`config.mk`:
```
export PLATFORM = sky130hd
export DESIGN_NAME = fir_call_driver_flat
export DESIGN_NICKNAME = d
export VERILOG_FILES = /design/src/rtl/fir_call_driver_if.sv /design/src/rtl/fir_call_driver.sv /design/src/flat_wrapper.sv
export SDC_FILE = /design/constraint.sdc
export NUM_CORES = 1
export LEC_CHECK = 0
export BUFFER_PORTS_ARGS = -buffer_cell sky130_fd_sc_hd__buf_4
export CAP_MARGIN = 10
export CORE_MARGIN = 1.5
export CORE_UTILIZATION = 41
export CTS_CLUSTER_SIZE = 40
export DETAILED_ROUTE_END_ITERATION = 16
export GPL_ROUTABILITY_DRIVEN = 1
export PLACE_DENSITY_LB_ADDON = 0.05
export SYNTH_ARGS = -nofsm -noshare
export SYNTH_HDL_FRONTEND = slang
export SYNTH_SLANG_ARGS = --single-unit
```
`constraint.sdc`:
```
create_clock -name clock -period 3.7 [get_ports clock]
set_input_delay 0.555 -clock clock [delete_from_list [all_inputs] [get_ports clock]]
set_output_delay 0.555 -clock clock [all_outputs]
set_load 0.01 [all_outputs]
```
`src/rtl/fir_call_driver_if.sv`:
```
// Handshake bundle between the FIR call driver and its neighbours:
// upstream command, component call/return, downstream result and counters.
interface fir_call_driver_if #(
  parameter int CNT_W = 16
);
  logic             cmd_valid;
  logic             cmd_ready;
  logic [63:0]      cmd_d_i;
  logic [63:0]      cmd_idx;
  logic             start;
  logic             busy;
  logic [63:0]      d_i;
  logic [63:0]      idx;
  logic             done;
  logic             stall;
  logic [31:0]      returndata;
  logic             res_valid;
  logic             res_ready;
  logic [31:0]      res_data;
  logic [CNT_W-1:0] n_issued;
  logic [CNT_W-1:0] n_returned;

  modport slave (
    input  cmd_valid, cmd_d_i, cmd_idx,
    input  busy, done, returndata, res_ready,
    output cmd_ready, start, d_i, idx,
    output stall, res_valid, res_data,
    output n_issued, n_returned
  );

  modport master (
    output cmd_valid, cmd_d_i, cmd_idx,
    output busy, done, returndata, res_ready,
    input  cmd_ready, start, d_i, idx,
    input  stall, res_valid, res_data,
    input  n_issued, n_returned
  );
endinterface

```
`src/rtl/fir_call_driver.sv`:
```
// Issues FIR component calls from an upstream command stream and
// collects the returns, in call order, into a credit-limited FWFT FIFO.
module fir_call_driver #(
  parameter int RES_DEPTH = 4,
  parameter int CNT_W     = 16
) (
  input logic           clock,
  input logic           resetn,
  fir_call_driver_if.slave bus
);

  localparam int PW = (RES_DEPTH > 1) ? $clog2(RES_DEPTH) : 1;
  localparam int CW = $clog2(RES_DEPTH + 1);
  localparam int UW = CW + 2;

  typedef logic [PW-1:0] ptr_t;
  typedef logic [CW-1:0] cnt_t;

  logic             r_start;
  logic [63:0]      r_d_i;
  logic [63:0]      r_idx;
  cnt_t             r_inflight;
  cnt_t             r_count;
  ptr_t             r_wr;
  ptr_t             r_rd;
  logic [31:0]      r_mem [RES_DEPTH];
  logic [CNT_W-1:0] r_n_iss;
  logic [CNT_W-1:0] r_n_ret;

  logic [UW-1:0] w_used;
  logic          w_credit;
  logic          w_cmd_ready;
  logic          w_load;
  logic          w_accept;
  logic          w_stall;
  logic          w_push;
  logic          w_valid;
  logic          w_pop;

  function automatic ptr_t f_next(input ptr_t p);
    return (p == ptr_t'(RES_DEPTH - 1)) ? '0 : p + ptr_t'(1);
  endfunction

  // Every slot a result could eventually need is counted: the pending
  // call, the calls out at the component and the results still queued.
  assign w_used = UW'(r_inflight)
                + UW'(r_start)
                + UW'(r_count);

  assign w_credit    = w_used < UW'(RES_DEPTH);
  assign w_cmd_ready = w_credit & (~r_start | ~bus.busy);
  assign w_load      = bus.cmd_valid & w_cmd_ready;
  assign w_accept    = r_start & ~bus.busy;
  assign w_stall     = r_count == cnt_t'(RES_DEPTH);
  assign w_valid     = r_count != '0;
  assign w_pop       = w_valid & bus.res_ready;

  // A return with nothing outstanding is dropped outright.
  assign w_push = bus.done & ~w_stall & (r_inflight != '0);

  always_ff @(posedge clock or negedge resetn) begin
    if (!resetn) begin
      r_start <= 1'b0;
      r_d_i   <= '0;
      r_idx   <= '0;
    end else if (w_load) begin
      r_start <= 1'b1;
      r_d_i   <= bus.cmd_d_i;
      r_idx   <= bus.cmd_idx;
    end else if (w_accept) begin
      r_start <= 1'b0;
    end
  end

  always_ff @(posedge clock or negedge resetn) begin
    if (!resetn) begin
      r_inflight <= '0;
    end else begin
      unique case ({w_accept, w_push})
        2'b10:   r_inflight <= r_inflight + cnt_t'(1);
        2'b01:   r_inflight <= r_inflight - cnt_t'(1);
        default: r_inflight <= r_inflight;
      endcase
    end
  end

  always_ff @(posedge clock or negedge resetn) begin
    if (!resetn) begin
      r_count <= '0;
      r_wr    <= '0;
      r_rd    <= '0;
    end else begin
      unique case ({w_push, w_pop})
        2'b10:   r_count <= r_count + cnt_t'(1);
        2'b01:   r_count <= r_count - cnt_t'(1);
        default: r_count <= r_count;
      endcase
      if (w_push) r_wr <= f_next(r_wr);
      if (w_pop)  r_rd <= f_next(r_rd);
    end
  end

  always_ff @(posedge clock) begin
    if (w_push) r_mem[r_wr] <= bus.returndata;
  end

  always_ff @(posedge clock or negedge resetn) begin
    if (!resetn) begin
      r_n_iss <= '0;
      r_n_ret <= '0;
    end else begin
      if (w_accept) r_n_iss <= r_n_iss + CNT_W'(1);
      if (w_push)   r_n_ret <= r_n_ret + CNT_W'(1);
    end
  end

  assign bus.cmd_ready  = w_cmd_ready;
  assign bus.start      = r_start;
  assign bus.d_i        = r_d_i;
  assign bus.idx        = r_idx;
  assign bus.stall      = w_stall;
  assign bus.res_valid  = w_valid;
  assign bus.res_data   = w_valid ? r_mem[r_rd] : '0;
  assign bus.n_issued   = r_n_iss;
  assign bus.n_returned = r_n_ret;

endmodule

```
`src/flat_wrapper.sv`:
```
// flat-port wrapper written by rule: the top's interface ports become plain ports
module fir_call_driver_flat 
#(
  parameter int RES_DEPTH = 4,
  parameter int CNT_W     = 16
)
  (clock, resetn, bus_cmd_valid, bus_cmd_d_i, bus_cmd_idx, bus_busy, bus_done, bus_returndata, bus_res_ready, bus_cmd_ready, bus_start, bus_d_i, bus_idx, bus_stall, bus_res_valid, bus_res_data, bus_n_issued, bus_n_returned);
  fir_call_driver_if #(.CNT_W(CNT_W)) bus_i ();
  input logic clock;
  input logic resetn;
  input wire logic [$bits(bus_i.cmd_valid)-1:0] bus_cmd_valid;
  input wire logic [$bits(bus_i.cmd_d_i)-1:0] bus_cmd_d_i;
  input wire logic [$bits(bus_i.cmd_idx)-1:0] bus_cmd_idx;
  input wire logic [$bits(bus_i.busy)-1:0] bus_busy;
  input wire logic [$bits(bus_i.done)-1:0] bus_done;
  input wire logic [$bits(bus_i.returndata)-1:0] bus_returndata;
  input wire logic [$bits(bus_i.res_ready)-1:0] bus_res_ready;
  output wire logic [$bits(bus_i.cmd_ready)-1:0] bus_cmd_ready;
  output wire logic [$bits(bus_i.start)-1:0] bus_start;
  output wire logic [$bits(bus_i.d_i)-1:0] bus_d_i;
  output wire logic [$bits(bus_i.idx)-1:0] bus_idx;
  output wire logic [$bits(bus_i.stall)-1:0] bus_stall;
  output wire logic [$bits(bus_i.res_valid)-1:0] bus_res_valid;
  output wire logic [$bits(bus_i.res_data)-1:0] bus_res_data;
  output wire logic [$bits(bus_i.n_issued)-1:0] bus_n_issued;
  output wire logic [$bits(bus_i.n_returned)-1:0] bus_n_returned;
  assign bus_i.cmd_valid = bus_cmd_valid;
  assign bus_i.cmd_d_i = bus_cmd_d_i;
  assign bus_i.cmd_idx = bus_cmd_idx;
  assign bus_i.busy = bus_busy;
  assign bus_i.done = bus_done;
  assign bus_i.returndata = bus_returndata;
  assign bus_i.res_ready = bus_res_ready;
  assign bus_cmd_ready = bus_i.cmd_ready;
  assign bus_start = bus_i.start;
  assign bus_d_i = bus_i.d_i;
  assign bus_idx = bus_i.idx;
  assign bus_stall = bus_i.stall;
  assign bus_res_valid = bus_i.res_valid;
  assign bus_res_data = bus_i.res_data;
  assign bus_n_issued = bus_i.n_issued;
  assign bus_n_returned = bus_i.n_returned;
  fir_call_driver #(.RES_DEPTH(RES_DEPTH), .CNT_W(CNT_W)) u_core (.clock(clock), .resetn(resetn), .bus(bus_i));
endmodule
```
==> run summary <==
=======================================================================================
Status                                                                     complete, no violations
Number of distinct standard cells referenced by the synthesized netlist              35
Top achievable clock speed                                                      328 MHz
Multiplexer share of the synthesized area                                         21.4%
Number of buffers on the longest clock path                                           3
Largest family of logic cells by synthesized area                          multiplexers
Remaining DRCs                                                                        0
Maximum clock skew at final layout                                              11.8 ps
H-tree depth                                                                          2
Setup Viol. Count Final                                                               0
Part of the Yosys area used for sequential elements                               66.4%
Total placed instance area                                                   15,300 um2
Final layout net count                                                            1,224
CP cell instances                                                          ha_1, ha_1, xor2_1, ha_1, a2111oi_2, and3_2, buf_4
Most common cell in the netlist                                            sky130_fd_sc_hd__dfrtp_1
Leakage power of the design                                                  0.00753 uW
EDFF count, synth                                                                   128
Cell type with the highest aggregate area in the netlist                   sky130_fd_sc_hd__dfrtp_1
Unrepaired setup endpoints after global routing                                      no
Antenna violations before repair                                                      0
Synth warnings                                                                        0
Minimum clock period                                                            3050 ps
Via count of the first global-routing pass                                        7,233
CTS tree                                                                           done
Worst skew pair latency                                                          500 ps
Arrival @ worst endpoint                                                        2490 ps
Max-slew violations                                                                   0
Normalized max-slew margin                                                        41.2%
Xor/xnor cell area share of the yosys netlist                                     2.65%
Synthesized cell area                                                        12,200 um2
Post-synth net total                                                                841
Average wire length per cell after detail routing                               20.0 um
Cell at the root of the clock tree                                         sky130_fd_sc_hd__clkbuf_16
Power share of the combinational group                                            41.3%
Total clock buffers created by CTS                                                   34
Wire length reported by the detailed router                                     29.2 mm
Number of instances resized during post-cts repair                                    0
Cell type with the highest occurrence count on the critical path           sky130_fd_sc_hd__ha_1
Vias post-DR                                                                      6,827
Pwr per Cell Area                                                            919 nW/um2
Clock slew at the register clock pins of the worst setup and hold paths           60 ps
Internal                                                                      10,600 uW
Max-cap violations                                                                    0
Final number of hold-violating endpoints                                              0
Peak supply drop                                                               0.443 mV
Area contributors post-synth                                               sky130_fd_sc_hd__dfrtp_1 35%, sky130_fd_sc_hd__edfxtp_1 31%, sky130_fd_sc_hd__mux2_4 13%
Global-route usage over all layers                                                18.9%
Count of hold-fix buffers inserted at cts                                             0
Net switching power                                                             4590 uW
Worst slew pin tran                                                              882 ps
Area added between synthesis and finish                                           35.1%
Wire length of the first global-routing pass                                    44.2 mm
Ys async rst share                                                                57.2%
# port buffers                                                                      361
Fraction of final layout cells sized beyond drive strength 1                      56.0%
Worst setup path startpoint                                                u_core.bus.start
Largest net degree at the start of global routing                                    82
Post-detailed-route count of antenna-violating nets                                   0
Final Instance Area                                                          16,500 um2
Final cycle utilization of the critical path                                      82.4%
Number of violations reported at the end of detailed-routing iteration 0            277
List of most frequent post-synthesis cells                                 171 x sky130_fd_sc_hd__dfrtp_1, 128 x sky130_fd_sc_hd__edfxtp_1, 109 x sky130_fd_sc_hd__mux2_4, 36 x sky130_fd_sc_hd__and2_1, 32 x sky130_fd_sc_hd__mux4_2
CP peak stage delay                                                              460 ps
Required time of the critical path                                              3140 ps
Kind of end point of the critical path                                       output pin
Type of the tightest min-delay check                                       input pin to asynchronous set/reset pin
Critical-path top delay cell                                               sky130_fd_sc_hd__dfrtp_1
Global placement routability congestion                                           0.741
Critical path fanouts, max                                                            7
Synth Area in Simple Gates                                                        4.74%
Syn avg cell area                                                              18.5 um2
Clock Sink Count                                                                    299
Sequential share of power                                                         35.2%
Fin Setup TNS                                                                      0 ps
Core region area                                                             29,500 um2
Placement row count                                                                  63
Die Area                                                                     30,900 um2
Synthesis-stage register bit count                                                  299
Ports                                                                               362
Via-per-instance ratio                                                             4.68
Die span in x                                                                    176 um
Post-CTS setup-driven buffer insertion count                                          0
Share of the core filled with cells in the final layout                           56.0%
Post-synthesis cell count                                                           660
Flip-flop cell with the highest count after synthesis                      sky130_fd_sc_hd__dfrtp_1
Grt total ovfl                                                                        0
DIE HEIGHT                                                                       176 um
Critical Path Source Type                                                          flop
Compound-gate portion of the synthesized area                                    0.266%
Starting utilization of the core area                                             41.5%
Half-perimeter wire length after placement                                      20.4 mm
Synthesized-area fraction occupied by adder cells                                 1.66%
Sw frac                                                                           30.2%
DRT Pass-1 Iters                                                                      4
Proportion of netlist area held by the largest area contributor                   35.0%
Setup CP Type                                                              flop to output pin
Clock power share                                                                 23.4%
R2R Path Start                                                             u_core.bus.start
=======================================================================================
worst max-delay path: cells and delay by family (launching register included):
family	cells	cell delay, ps
xor gates and xnor gates	1	140
buffers and inverters	1	150
and+or+nand+nor	1	300
DFF	1	460
AOI/OAI and AO/OA	1	320
adders and majority gates	3	630
flip-flops by register name, summed over array words and instances (netlist names):
register               cells
u_core.bus.d_i            64
u_core.r_count             3
u_core.bus.n_issued       16
u_core.bus.idx            64
u_core.r_mem             128
u_core.r_inflight          3
u_core.bus.n_returned     16
u_core.bus.start           1
u_core.r_rd                2
u_core.r_wr                2
kinds of logic (layout without fill, tap and decap cells):
kind of cell | after synthesis | count (layout)
xor+xnor | 37 | 37
compound gates | 4 | 4
buf+inv | 41 | 450
flops | 299 | 299
mux | 164 | 164
other cells | 0 | 1
simple gates | 100 | 100
fa+ha+maj | 15 | 15
worst paths after layout:
path,end,cells after the start,slack [ps]
max,bus_cmd_ready,7,650
min,u_core.bus.d_i[11],1,80
max reg2reg,u_core.bus.idx[33],9,690
min reg2reg,u_core.bus.n_returned[15],1,480
max in group asynchronous,u_core.bus.idx[26],2,2770
min in group clock,u_core.r_mem[3][24],1,260
layer usage:
layer  up-vias  global-route usage [%]  part of all wire, %
li1       3184                       -                    -
met1      3374                    24.8                   42
met4         0                    5.09                  1.9
met5         -                       0                    0
met3        37                    5.76                  7.4
met2       232                    30.6                   49
through the flow:
step	hold slack, ps	cells	total power, uW	setup slack, ps
6_report	79.9	1460	15200	651
5_1_grt	159	1459	16000	495
4_1_cts	127	1458	15400	604
3_5_place_dp	467	1396	11800	728
3_3_place_gp	467	1396	11800	765
2_1_floorplan	259	660	9300	1140
layout by cell type, fill, tap and decap left out, types with 2 or more instances in the layout:
master,netlist,final
sky130_fd_sc_hd__buf_4,0,370
sky130_fd_sc_hd__dfrtp_1,171,170
sky130_fd_sc_hd__edfxtp_1,128,128
sky130_fd_sc_hd__mux2_4,109,109
sky130_fd_sc_hd__clkbuf_16,0,38
sky130_fd_sc_hd__and2_1,36,36
sky130_fd_sc_hd__mux4_2,32,32
sky130_fd_sc_hd__xnor2_1,28,28
sky130_fd_sc_hd__mux2_2,21,21
sky130_fd_sc_hd__nand2_1,16,16
sky130_fd_sc_hd__nand4_1,13,13
sky130_fd_sc_hd__ha_1,13,13
sky130_fd_sc_hd__inv_1,12,12
sky130_fd_sc_hd__xor2_1,9,9
sky130_fd_sc_hd__clkbuf_8,0,9
sky130_fd_sc_hd__nand3_1,8,8
sky130_fd_sc_hd__and3_1,6,6
sky130_fd_sc_hd__nor2_1,6,6
sky130_fd_sc_hd__clkbuf_1,11,6
sky130_fd_sc_hd__clkinv_2,0,6
sky130_fd_sc_hd__buf_12,10,4
sky130_fd_sc_hd__nor3_1,3,3
sky130_fd_sc_hd__and4_1,3,3
sky130_fd_sc_hd__bufinv_16,0,3
sky130_fd_sc_hd__o21ai_0,2,2
sky130_fd_sc_hd__mux2i_1,2,2
sky130_fd_sc_hd__fa_1,2,2
power groups by stage:
stage,clock (uW),combinational (uW),sequential (uW)
after floorplan,0,3720,5570
after global placement,0,6360,5390
after detailed placement,0,6450,5350
after CTS,3660,6420,5350
after global routing,3790,6720,5490
final,3560,6280,5350
area by class of cell:
class	count	area, um2
Antenna cell	1	2.50
Clock buffer	53	1100
Clock inverter	9	120
Fill cell	2433	13000
Inverter	12	45.0
Multi-Input combinational cell	320	3770
Sequential cell	299	8120
Tap cell	390	488
Timing Repair Buffer	376	2870
(Power assumes the default switching activity.)
